--- config.mk ---
export PLATFORM = sky130hd
export DESIGN_NAME = sig_param_ctrl
export DESIGN_NICKNAME = d
export VERILOG_FILES = /design/src/rtl/sig_param_pkg.sv /design/src/rtl/sig_param_chan.sv /design/src/rtl/sig_param_ctrl.sv
export SDC_FILE = /design/constraint.sdc
export NUM_CORES = 1
export LEC_CHECK = 0
export BUFFER_PORTS_ARGS = -buffer_cell sky130_fd_sc_hd__buf_2
export CAP_MARGIN = 10
export CORE_ASPECT_RATIO = 0.8
export CORE_MARGIN = 3
export CORE_UTILIZATION = 30
export DETAILED_ROUTE_END_ITERATION = 7
export GPL_TIMING_DRIVEN = 0
export PLACE_DENSITY = 0.61
export SKIP_CTS_REPAIR_TIMING = 1
export SLEW_MARGIN = 15
export SYNTH_ARGS = -nofsm -noshare
export SYNTH_HDL_FRONTEND = slang
export SYNTH_SLANG_ARGS = --single-unit
--- constraint.sdc ---
create_clock -name clk -period 2.6 [get_ports clk]
set_input_delay 0.13 -clock clk [delete_from_list [all_inputs] [get_ports clk]]
set_output_delay 0.13 -clock clk [all_outputs]
set_load 0.01 [all_outputs]
--- src/rtl/sig_param_pkg.sv ---
// Shared definitions for the signal-processing DMA control/status block:
// register word offsets inside a slot, slot/word field widths, the per-channel
// transfer state and the STATUS bit positions.
package sig_param_pkg;

  localparam int WORD_W = 3;

  // Channel slot words
  localparam logic [WORD_W-1:0] W_CTRL   = 3'd0;
  localparam logic [WORD_W-1:0] W_SRC    = 3'd1;
  localparam logic [WORD_W-1:0] W_DST    = 3'd2;
  localparam logic [WORD_W-1:0] W_LEN    = 3'd3;
  localparam logic [WORD_W-1:0] W_STATUS = 3'd4;

  // Global slot words
  localparam logic [WORD_W-1:0] W_PEND = 3'd0;
  localparam logic [WORD_W-1:0] W_MASK = 3'd1;
  localparam logic [WORD_W-1:0] W_ID   = 3'd2;

  // CTRL write bits
  localparam int CTRL_START = 0;
  localparam int CTRL_CLR   = 1;

  // STATUS read bits
  localparam int STAT_REQ      = 0;
  localparam int STAT_BUSY     = 1;
  localparam int STAT_ERR_BUSY = 2;
  localparam int STAT_ERR_ZERO = 3;

  typedef enum logic [1:0] {
    ST_IDLE = 2'd0,
    ST_REQ  = 2'd1,
    ST_BUSY = 2'd2
  } chan_state_e;

endpackage

--- src/rtl/sig_param_chan.sv ---
// One DMA channel: SRC/DST/LEN registers, request/busy FSM and error flags.
// Ports:
//   clk, rst                    clock, synchronous active-high reset
//   wr_ctrl/wr_src/wr_dst/wr_len decoded write strobes for this channel
//   wdata[31:0]                 bus write data
//   start_ack, done             engine handshake pulses
//   src_addr, dst_addr, len     register outputs to the engine
//   start_req                   level request, high exactly in REQ
//   status[3:0]                 {err_zero, err_busy, busy, req}
//   pend_set                    done/error event, same edge as the FSM update
module sig_param_chan
  import sig_param_pkg::*;
#(
  parameter int ADDR_W = 32,
  parameter int LEN_W  = 16
) (
  input  logic              clk,
  input  logic              rst,
  input  logic              wr_ctrl,
  input  logic              wr_src,
  input  logic              wr_dst,
  input  logic              wr_len,
  input  logic [31:0]       wdata,
  input  logic              start_ack,
  input  logic              done,
  output logic [ADDR_W-1:0] src_addr,
  output logic [ADDR_W-1:0] dst_addr,
  output logic [LEN_W-1:0]  len,
  output logic              start_req,
  output logic [3:0]        status,
  output logic              pend_set
);

  chan_state_e state;
  logic        busy;
  logic        err_busy;
  logic        err_zero;
  logic        start_wr;

  assign start_wr = wr_ctrl && wdata[CTRL_START];

  // The interrupt event fires on the same edge that retires the transfer or
  // records a zero-length start.
  assign pend_set = ((state == ST_BUSY) && done) ||
                    ((state == ST_REQ) && start_ack && done) ||
                    ((state == ST_IDLE) && start_wr && (len == '0));

  always_ff @(posedge clk) begin
    if (rst) begin
      state     <= ST_IDLE;
      start_req <= 1'b0;
      busy      <= 1'b0;
      err_busy  <= 1'b0;
      err_zero  <= 1'b0;
      src_addr  <= '0;
      dst_addr  <= '0;
      len       <= '0;
    end else begin
      // Clear comes first so an error raised in the same cycle survives.
      if (wr_ctrl && wdata[CTRL_CLR]) begin
        err_busy <= 1'b0;
        err_zero <= 1'b0;
      end
      case (state)
        ST_IDLE: begin
          if (wr_src) src_addr <= wdata[ADDR_W-1:0];
          if (wr_dst) dst_addr <= wdata[ADDR_W-1:0];
          if (wr_len) len      <= wdata[LEN_W-1:0];
          if (start_wr) begin
            if (len != '0) begin
              state     <= ST_REQ;
              start_req <= 1'b1;
            end else begin
              err_zero <= 1'b1;
            end
          end
        end
        ST_REQ: begin
          if (start_wr) err_busy <= 1'b1;
          if (start_ack) begin
            start_req <= 1'b0;
            if (done) begin
              state <= ST_IDLE;
            end else begin
              state <= ST_BUSY;
              busy  <= 1'b1;
            end
          end
        end
        ST_BUSY: begin
          if (start_wr) err_busy <= 1'b1;
          if (done) begin
            state <= ST_IDLE;
            busy  <= 1'b0;
          end
        end
        default: begin
          state     <= ST_IDLE;
          start_req <= 1'b0;
          busy      <= 1'b0;
        end
      endcase
    end
  end

  always_comb begin
    status                = '0;
    status[STAT_REQ]      = start_req;
    status[STAT_BUSY]     = busy;
    status[STAT_ERR_BUSY] = err_busy;
    status[STAT_ERR_ZERO] = err_zero;
  end

endmodule

--- src/rtl/sig_param_ctrl.sv ---
// Avalon-MM control/status register block for NUM_CH DMA engines.
// Ports:
//   clk, rst                    clock, synchronous active-high reset
//   avs_s0_*                    slave bus; reads return data one clock later
//   avm_s0_irq                  registered |(IRQ_PEND & IRQ_MASK)
//   ch_src_addr/ch_dst_addr     packed per-channel addresses, ch0 in LSBs
//   ch_len                      packed per-channel lengths
//   ch_start_req                per-channel level request
//   ch_start_ack, ch_done       per-channel engine pulses
module sig_param_ctrl
  import sig_param_pkg::*;
#(
  parameter int          NUM_CH  = 4,
  parameter int          ADDR_W  = 32,
  parameter int          LEN_W   = 16,
  parameter logic [31:0] VERSION = 32'h0002_0000
) (
  input  logic                         clk,
  input  logic                         rst,
  input  logic                         avs_s0_write,
  input  logic                         avs_s0_read,
  input  logic [$clog2(NUM_CH+1)+2:0]  avs_s0_address,
  input  logic [31:0]                  avs_s0_writedata,
  output logic [31:0]                  avs_s0_readdata,
  output logic                         avs_s0_readdatavalid,
  output logic                         avm_s0_irq,
  output logic [NUM_CH*ADDR_W-1:0]     ch_src_addr,
  output logic [NUM_CH*ADDR_W-1:0]     ch_dst_addr,
  output logic [NUM_CH*LEN_W-1:0]      ch_len,
  output logic [NUM_CH-1:0]            ch_start_req,
  input  logic [NUM_CH-1:0]            ch_start_ack,
  input  logic [NUM_CH-1:0]            ch_done
);

  localparam int SLOT_W = $clog2(NUM_CH+1);

  logic [SLOT_W-1:0] slot;
  logic [WORD_W-1:0] word;
  logic              glb_sel;

  logic [ADDR_W-1:0] src_arr    [NUM_CH];
  logic [ADDR_W-1:0] dst_arr    [NUM_CH];
  logic [LEN_W-1:0]  len_arr    [NUM_CH];
  logic [3:0]        status_arr [NUM_CH];
  logic [NUM_CH-1:0] pend_set;

  logic [NUM_CH-1:0] irq_pend;
  logic [NUM_CH-1:0] irq_mask;
  logic [31:0]       rmux;

  assign slot    = avs_s0_address[SLOT_W+WORD_W-1:WORD_W];
  assign word    = avs_s0_address[WORD_W-1:0];
  assign glb_sel = (slot == SLOT_W'(NUM_CH));

  for (genvar c = 0; c < NUM_CH; c++) begin : g_ch
    logic sel;
    assign sel = avs_s0_write && (slot == SLOT_W'(c));

    sig_param_chan #(
      .ADDR_W (ADDR_W),
      .LEN_W  (LEN_W)
    ) u_chan (
      .clk       (clk),
      .rst       (rst),
      .wr_ctrl   (sel && (word == W_CTRL)),
      .wr_src    (sel && (word == W_SRC)),
      .wr_dst    (sel && (word == W_DST)),
      .wr_len    (sel && (word == W_LEN)),
      .wdata     (avs_s0_writedata),
      .start_ack (ch_start_ack[c]),
      .done      (ch_done[c]),
      .src_addr  (src_arr[c]),
      .dst_addr  (dst_arr[c]),
      .len       (len_arr[c]),
      .start_req (ch_start_req[c]),
      .status    (status_arr[c]),
      .pend_set  (pend_set[c])
    );

    assign ch_src_addr[c*ADDR_W +: ADDR_W] = src_arr[c];
    assign ch_dst_addr[c*ADDR_W +: ADDR_W] = dst_arr[c];
    assign ch_len[c*LEN_W +: LEN_W]        = len_arr[c];
  end

  // Readback built from current register state, so a same-cycle write to the
  // addressed word is not visible until the next read.
  always_comb begin
    rmux = '0;
    for (int c = 0; c < NUM_CH; c++) begin
      if (slot == SLOT_W'(c)) begin
        case (word)
          W_SRC:    rmux = 32'(src_arr[c]);
          W_DST:    rmux = 32'(dst_arr[c]);
          W_LEN:    rmux = 32'(len_arr[c]);
          W_STATUS: rmux = 32'(status_arr[c]);
          default:  rmux = '0;
        endcase
      end
    end
    if (glb_sel) begin
      case (word)
        W_PEND:  rmux = 32'(irq_pend);
        W_MASK:  rmux = 32'(irq_mask);
        W_ID:    rmux = VERSION;
        default: rmux = '0;
      endcase
    end
  end

  always_ff @(posedge clk) begin
    if (rst) begin
      irq_pend             <= '0;
      irq_mask             <= '0;
      avm_s0_irq           <= 1'b0;
      avs_s0_readdata      <= '0;
      avs_s0_readdatavalid <= 1'b0;
    end else begin
      // New events are OR-ed in after the W1C so a set wins a same-cycle clear.
      if (avs_s0_write && glb_sel && (word == W_PEND))
        irq_pend <= (irq_pend & ~avs_s0_writedata[NUM_CH-1:0]) | pend_set;
      else
        irq_pend <= irq_pend | pend_set;
      if (avs_s0_write && glb_sel && (word == W_MASK))
        irq_mask <= avs_s0_writedata[NUM_CH-1:0];
      avm_s0_irq           <= |(irq_pend & irq_mask);
      avs_s0_readdatavalid <= avs_s0_read;
      if (avs_s0_read) avs_s0_readdata <= rmux;
    end
  end

endmodule

### Word-level counts from Yosys, hierarchy flattened

Index checks and enable logic that the tools add are counted.

* multiplexer cells: 95
* bitwise operators: 13
* equal/unequal tests: 36
* reduce and logical (&&, ||, !) cells: 102

Operators by type and width (number)
* $pmux W32 S4: 4
* $mux W32: 5
* $logic_not A16 Y1: 4
* $reduce_bool A16 Y1: 4
* $pmux W18 S3: 1
* $mux W1: 52
* $logic_and A1 B1 Y1: 51
* $reduce_and A4 Y1: 12
* $mux W2: 20
* $ne A2 B2 Y1 const B: 16
* $pmux W1 S3: 8
* $pmux W2 S3: 4
* $reduce_and A2 Y1: 12
* $eq A3 B2 Y1 const B: 4
* $and A4 B4 Y4: 2
* $eq A2 B1 Y1 const B: 4
* $eq A2 B2 Y1 const B: 4
* $logic_not A2 Y1: 4
* $logic_or A1 B1 Y1: 8
* $ne A2 B1 Y1 const B: 4
* $not A1 Y1: 8
* $or A4 B4 Y4: 2
* $reduce_or A2 Y1: 4
* $eq A3 B1 Y1 const B: 2
* other kinds (5): 7

* input port bits: 50
* output and inout bits: 358
* flip-flop bits (word level): 386
* logic and storage cells: 283

### Depth between registers and ports, before layout

Gate-level depths: netlist of the first run.

* depth in word-level cells: 9
* gate-level depth with buffers: 9
* mapped depth without buffers: 7

### Hierarchy

Synthesis of the first run repeated with hierarchy kept, for this count alone.

* cell total of the unflattened synthesis: 2211
* area, all modules: 17216.5 µm²

By module, submodules not included
* sig_param_chan: instances 4, cells each 404, sequential area each 1721.7 µm², area an instance 3166.8 µm²
* sig_param_ctrl: instances 1, cells each 595, sequential area each 840.8 µm², area an instance 4549.4 µm²

### Least setup slack after synthesis of the first run

Ideal clock, no wire load.

* kind: flip-flop to flip-flop
* start point: register g_ch[2].u_chan.state[0]
* end point: register g_ch[2].u_chan.state[0]
* data required time: 2485 ps
* arrival time: 1871 ps
* clock period less this slack: 1986 ps
* path buffers: 0
* library setup time: 115 ps
* stages on the path, launching flop included: 7
* setup slack: 614 ps
* path through: dfxtp_1 inv_1 ha_1 or4b_2 nor4_1 a211oi_1 o21a_1

* word-level cells in the longest chain between the ends: 3
* elaborated cells between the ends (all ways): 9
* classes of those cells: eq/ne: 6; mux: 1; reduce/logical: 2

Ends and longest elaborated chain
* from (decl): line sig_param_chan.sv:34 `chan_state_e state;`
* from (signal assigned): line sig_param_chan.sv:50 `state <= ST_IDLE;`
* from (signal assigned): line sig_param_chan.sv:71 `state <= ST_REQ;`
* from (signal assigned): line sig_param_chan.sv:83 `state <= ST_IDLE;`
* $eq A2 B2 Y1 (tied with other cells): line sig_param_chan.sv:64 `case (state)`
* $ne A2 B2 Y1 (no source line) or $ne A2 B1 Y1 (tied branches)
* $reduce_and A4 Y1 (no source line)

Several ways; a longest one is shown, not always the timed one.
A chain may end at the register's enable or synchronous reset.

### Worst setup path after layout of the first run

* start point: register g_ch[1].u_chan.state[1]
* end point: register g_ch[1].u_chan.src_addr[27]

* word-level cells in the longest chain between the ends: 2

Ends and longest elaborated chain
* from (decl): line sig_param_chan.sv:34
* from (signal assigned): line sig_param_chan.sv:50
* from (signal assigned): line sig_param_chan.sv:71
* from (signal assigned): line sig_param_chan.sv:83
* $logic_not A2 Y1: line sig_param_chan.sv:64
* $reduce_and A2 Y1 (no source line)
* to (signal assigned): line sig_param_chan.sv:66 `if (wr_src) src_addr <= wdata[ADDR_W-1:0];`
* to (decl): line sig_param_chan.sv:26 `output logic [ADDR_W-1:0] src_addr,`

Every way passes these cells.

==> results of run 1 <==
## how the worst max path moves through the flow
stage               slack, ns  depth (start not counted)                          end
global route             0.01                          8       g_ch[3].u_chan.len[15]
detailed placement      -0.38                          7           avs_s0_readdata[6]
finish                   0.13                          8  g_ch[1].u_chan.src_addr[27]
CTS                     -0.07                          6      g_ch[2].u_chan.state[0]
global placement        -0.41                          7           avs_s0_readdata[8]
floorplan                0.61                          6      g_ch[2].u_chan.state[0]
## sequential cells by signal (all words and copies together), names as in the netlist
name and count:
g_ch.u_chan.err_busy 4, g_ch.u_chan.start_req 4, g_ch.u_chan.len 64, g_ch.u_chan.busy 4, avs_s0_readdatavalid 1, avm_s0_irq 1
g_ch.u_chan.dst_addr 128, g_ch.u_chan.err_zero 4, avs_s0_readdata 32, g_ch.u_chan.src_addr 128, irq_mask 4, irq_pend 4
g_ch.u_chan.state 8
## routing by layer
layer  share of wire  wire length [um]  track usage
met1            0.41             36820       0.3774
met2            0.43             38960       0.4371
met3            0.13             11900       0.1150
met4           0.035              3155      0.09510
met5        0.000088                 8            0
## worst reg2reg max path, stage by stage, from the launching register on
cell and delay, ns:
dfxtp_1 0.33, inv_1 0.10, ha_1 0.15, clkbuf_1 0.42
nand3_1 0.29, nor2_2 0.36, clkbuf_1 0.47, nand2_1 0.12
a21oi_1 0.15
## power breakdown
part	switching [W]	internal (W)	leakage [nW]
clock	0.00260	0.00368	0.691
sequential	0.0000349	0.00595	3.11
combinational	0.000770	0.000254	4.84
total	0.00341	0.00989	8.64
## through the flow
stage | total power (W) | instance area [um^2] | utilization | cells | TNS [ns]
CTS | 0.01323 | 21310 | 0.3827 | 3344 | -0.1583
detailed placement | 0.007050 | 19910 | 0.3575 | 3268 | -3.398
floorplan | 0.006582 | 17030 | - | 2131 | 0
global placement | 0.007039 | 19890 | 0.3572 | 3266 | -2.651
finish | 0.01329 | 21740 | 0.3904 | 3390 | 0
global route | 0.01359 | 21730 | 0.3903 | 3386 | 0
## cells by family after synthesis
kind of cell | count (synthesis) | synth area share
multiplexers | 105 | 0.06526
AND/OR/NAND/NOR | 837 | 0.2025
adder cells (fa/ha/maj) | 12 | 0.008819
AO/OA/AOI/OAI | 572 | 0.2144
buffers and inverters | 219 | 0.05512
flip-flops | 386 | 0.4539
## cells in the final DEF (no fill, tap or decap), types with 39 or more instances in the layout
| cell | instances |
|---|---|
| a22oi_1 | 39 |
| mux2i_1 | 57 |
| clkbuf_16 | 45 |
| mux2_2 | 48 |
| clkbuf_1 | 148 |
| dfxtp_1 | 386 |
| nor2_1 | 90 |
| buf_2 | 436 |
| a221oi_1 | 69 |
| a21oi_1 | 325 |
| nand2_1 | 636 |
## cell type report
type                       count  area, um^2  share of cell area
clock buffer                  62        1230             0.05657
sequential                   386        7727              0.3554
multi-input combinational   1526        8379              0.3854
tap                          750       938.4             0.04316
inverter                      14       52.55            0.002417
antenna                        6       15.01           0.0006906
timing repair buffer         427        2332              0.1073
buffer                       205       890.9             0.04097
clock inverter                14       176.4            0.008114
==> run metrics, run 1 <==
wire per inst=between 20 and 30 um; Tmin final=2.465 ns; f_max=0.4057 GHz; top post-synthesis cells by area=dfxtp_1, nand2_1, a21oi_1; fraction of layout cells with a size suffix above 1=0.2255; peak supply drop=382.8 uV; # clock sinks=just under 400; # IOs=408; initial core utilization=0.3057; pre-CTS WS=-0.3799 ns; DRT iter0 DRCs=around 2100; WP data required=3.07 ns; CTS root buf=clkbuf_16; leading area contributor after synthesis=dfxtp_1; crit path cell chain=inv_1, ha_1, clkbuf_1, nand3_1, nor2_2, clkbuf_1, nand2_1, a21oi_1; skew final=between 0.02 and 0.025 ns; area of the core=55690 um^2; vias in the first global route=~18000; total CTS buffers=44; Synth warnings=0; syn avg cell area=7.989 um^2; setup slack, reg-to-reg=approximately 0.13 ns; worst-margin pin slew=1.185 ns; clock buffer depth=3; initial antenna violation count=7; routability cong.=about 0.95; Synth Flop Type=dfxtp_1; Detail Route Antenna Nets=0; Mapped Cells=around 2100; crit-path most repeated cell=clkbuf_1; Final period util=0.9481; Post-DP HPWL=69150 um; area fraction of the dominant cell type after synthesis=0.4539; CP endpoint kind=flip-flop; Buf/Inv on CP=3; top-count cell post-synth=nand2_1; Final nets=approximately 2700; EDFF count, synth=0; Crit path max-delay family=buffers and inverters; commonest cells in the netlist=nand2_1, dfxtp_1, a21oi_1, clkbuf_1, nor2_1; die area=between 50000 and 60000 um^2; status=finished with violations; hold path endpoint=g_ch[1].u_chan.busy; CP Launch Point=g_ch[1].u_chan.state[1]; Initial DRT Pass Iterations=6; Max-Cap Viols=0; critical path class=reg -> reg; synthesized cell area=17030 um^2; PnR worst setup slack=approximately 0.13 ns; Final Setup Violations=0; sequential cell area fraction in the yosys report=0.4539; Hold Path Depth=4; Distinct cells, synth=64; row cnt=slightly below 80; Static Leak=between 8 and 9 nW; reg-to-reg startpoint=g_ch[1].u_chan.state[1]; gr ovfl total=0; Area growth, synth to finish=27.71%; Fin. Hold Viols=2; PortBufs=~390; Crit Reg-Reg Endpoint=g_ch[1].u_chan.src_addr[27]; worst min-delay path class=in -> reg; DRC=0; via count=18860; #FFs+latches synth=386; post-detailed-routing wire length=90840 um; Crit path arrival time=2.94 ns; Max-slew headroom=0.2103; failing checks=negative hold slack; Post-synth ARST share=0; htree depth=2; Reg2Reg Depth=8; CP max stage delay=approximately 0.47 ns; CTS tree=done; largest net degree at the start of global routing=14; Hold Path Origin=ch_done[1]; Startpoint Class=flip-flop; Final Slew Violations=0; global-route wire length before repair=~130000 um; Clk pin slew, worst setup/hold paths=around 0.06 ns; fill count=approximately 5800; Crit-path slowest cell=clkbuf_1; PD cells=611.4 nW/um^2; height of the die=219.1 um; CP Max Fanout=10; Post-Syn Nets=between 2000 and 2500; gr usage total=0.2897; worst skew pair latency=roughly 0.56 ns; Die W=roughly 270 um; Hold Slack=-0.01953 ns; vias per cell=5.564; unrepaired setup endpoints after global routing=no
(Power assumes the default switching activity.)
==> run 2: changes to the inputs <==
Settings changed: CTS_BUF_LIST set to sky130_fd_sc_hd__clkbuf_8.
==> run 2 against run 1 <==
  * The flow now finishes without violations
  * Worst setup slack got worse by 0.085 ns
  * Register-to-register slack lost 0.08 ns
  * Fmax decreased by 3.3%
  * Power decreased by 4.3%
  * Critical path depth unchanged
  * Clock skew is 0.0084 ns higher
  * Via count increased by 0.83%
  * Non-clock buffer count grew 3
==> run metrics, run 2 (same netlist as run 1, synthesis figures left out) <==
cell area after layout=21710 um^2 (-0.14%); wire length on met1=37660 um (+2.3%); Tmin final=2.550 ns (+0.08496 ns); CTS tree=done; Hold Path Origin=avs_s0_writedata[0]; vias in the first global route=17860 (+1.2%); CTS root buf=clkbuf_8; WP data required=3.16 ns (+0.09 ns); setup_tns=0 ns (unchanged); fill count=5858 (+0.81%); Max-slew headroom=0.07908 (-0.1312); worst min-delay path class=in -> reg; CP endpoint kind=flip-flop; Top Layer Used=met5; largest net degree at the start of global routing=11 (-3); PD cells=585.7 nW/um^2 (-4.2%); Final period util=0.9808 (+0.03268); Area growth, synth to finish=27.53%; Static Leak=8.744 nW (+1.2%); via count=19020 (+0.83%); reg-to-reg startpoint=g_ch[1].u_chan.state[1]; PortBufs=385 (unchanged); Startpoint Class=flip-flop; DRT iter0 DRCs=2085 (-2.8%); Detail Route Antenna Nets=0 (unchanged); Clk pin slew, worst setup/hold paths=0.06 ns (about the same); setup slack, reg-to-reg=0.05 ns (-0.08 ns); DRC=0 (unchanged); f_max=0.3922 GHz (-3.3%); total CTS buffers=69 (+57%); height of the die=219.1 um (unchanged); Post-DP HPWL=69150 um (unchanged); global-route wire length before repair=127000 um (+0.68%); Reg2Reg Depth=8 (unchanged); Placed Area=19910 um^2 (unchanged); Hold Path Depth=3 (-1); skew final=0.02925 ns (+0.008385 ns); wire per inst=26.58 um (-0.82%); Die W=272.3 um (unchanged); Crit Reg-Reg Endpoint=g_ch[1].u_chan.src_addr[13]; Crit path arrival time=3.11 ns (+0.17 ns); routed wl met2=39110 um (+0.38%); CP Max Fanout=10 (unchanged); peak supply drop=330.3 uV (-14%); # IOs=408 (unchanged); met3 wire len=11400 um (-4.2%); most common cell after layout, fill and taps aside=nand2_1; initial antenna violation count=10 (+3); Final Util=0.3899 (-0.0005400); htree depth=3 (+1); die area=59660 um^2 (unchanged); Initial DRT Pass Iterations=6 (unchanged); status=completed; row cnt=77 (unchanged); fraction of layout cells with a size suffix above 1=0.2333 (+0.007808); unrepaired setup endpoints after global routing=no; critical path class=reg -> reg; Max-Cap Viols=0 (unchanged); Fin. Hold Viols=0 (-2); Final nets=2694 (+1.1%); Final Slew Violations=0 (unchanged); gr usage total=0.2932 (+0.003488); vias per cell=5.532 (-0.58%); post-detailed-routing wire length=91370 um (+0.58%); area of the core=55690 um^2 (unchanged); routability cong.=0.9530 (unchanged); clock buffer depth=3 (unchanged); worst skew pair latency=0.67 ns (+0.11 ns); initial core utilization=0.3057 (unchanged); hold path endpoint=g_ch[0].u_chan.len[0]; biggest regs=g_ch.u_chan.dst_addr: 128 flops, g_ch.u_chan.src_addr: 128 flops, g_ch.u_chan.len: 64 flops; # clock sinks=386 (unchanged); most frequent cells in the layout=nand2_1, buf_2, dfxtp_1, a21oi_1, clkbuf_1; Final Setup Violations=0 (unchanged); gr ovfl total=0 (unchanged); worst-margin pin slew=1.381 ns (+0.1968 ns)
## run 2: worst max-delay path, stage by stage (launching register included)
cell      delay, ns
dfxtp_1        0.33
inv_1          0.10
ha_1           0.15
clkbuf_1       0.40
nand3_1        0.28
nor2_1         0.55
clkbuf_2       0.38
nand2_1        0.09
a21oi_1        0.17
## run 2: metal layers
metal | vias to the layer above | track usage
li1 | 8422 | -
met1 | 9228 | 0.3786
met2 | 1170 | 0.4395
met3 | 195 | 0.1224
met4 | 4 | 0.1015
met5 | - | 0
## run 2: layout make-up
| class | count | area [um^2] | share of cell area |
|---|---|---|---|
| diodes | 5 | 12.51 | 0.0005763 |
| plain buffers | 205 | 892.1 | 0.04109 |
| clock buffers | 87 | 1197 | 0.05515 |
| clock inverters | 35 | 156.4 | 0.007203 |
| inverters | 14 | 52.55 | 0.002420 |
| multi-input cells | 1526 | 8371 | 0.3855 |
| flip-flops and latches | 386 | 7727 | 0.3559 |
| well taps | 750 | 938.4 | 0.04322 |
| repair buffers | 430 | 2365 | 0.1089 |
## run 2: how the worst max path moves through the flow
stage | start | to | slack, ns | cells past startpoint
6_report | g_ch[1].u_chan.state[1] | g_ch[1].u_chan.src_addr[13] | 0.05 | 8
5_1_grt | g_ch[3].u_chan.state[0] | g_ch[3].u_chan.len[15] | 0.03 | 8
4_1_cts | g_ch[2].u_chan.state[1] | g_ch[2].u_chan.state[0] | -0.07 | 6
3_5_place_dp | avs_s0_address[1] | avs_s0_readdata[6] | -0.38 | 7
3_3_place_gp | avs_s0_address[1] | avs_s0_readdata[8] | -0.41 | 7
2_1_floorplan | g_ch[2].u_chan.state[0] | g_ch[2].u_chan.state[0] | 0.61 | 6
## run 2: metrics by stage
step	total power [W]	instances	hold slack [ns]	setup WS [ns]
floorplan	0.006582	2131	0.2308	0.6142
global placement	0.007039	3266	0.3967	-0.4085
detailed placement	0.007050	3268	0.3926	-0.3799
CTS	0.01269	3390	-0.3206	-0.06798
global route	0.01308	3436	0.02109	0.03444
finish	0.01272	3438	0.02250	0.04997
## run 2: report_power, final
group,switching (W),internal (W)
Sequential,0.0000349,0.00595
Clock,0.00270,0.00300
Combinational,0.000770,0.000257
Total,0.00350,0.00921
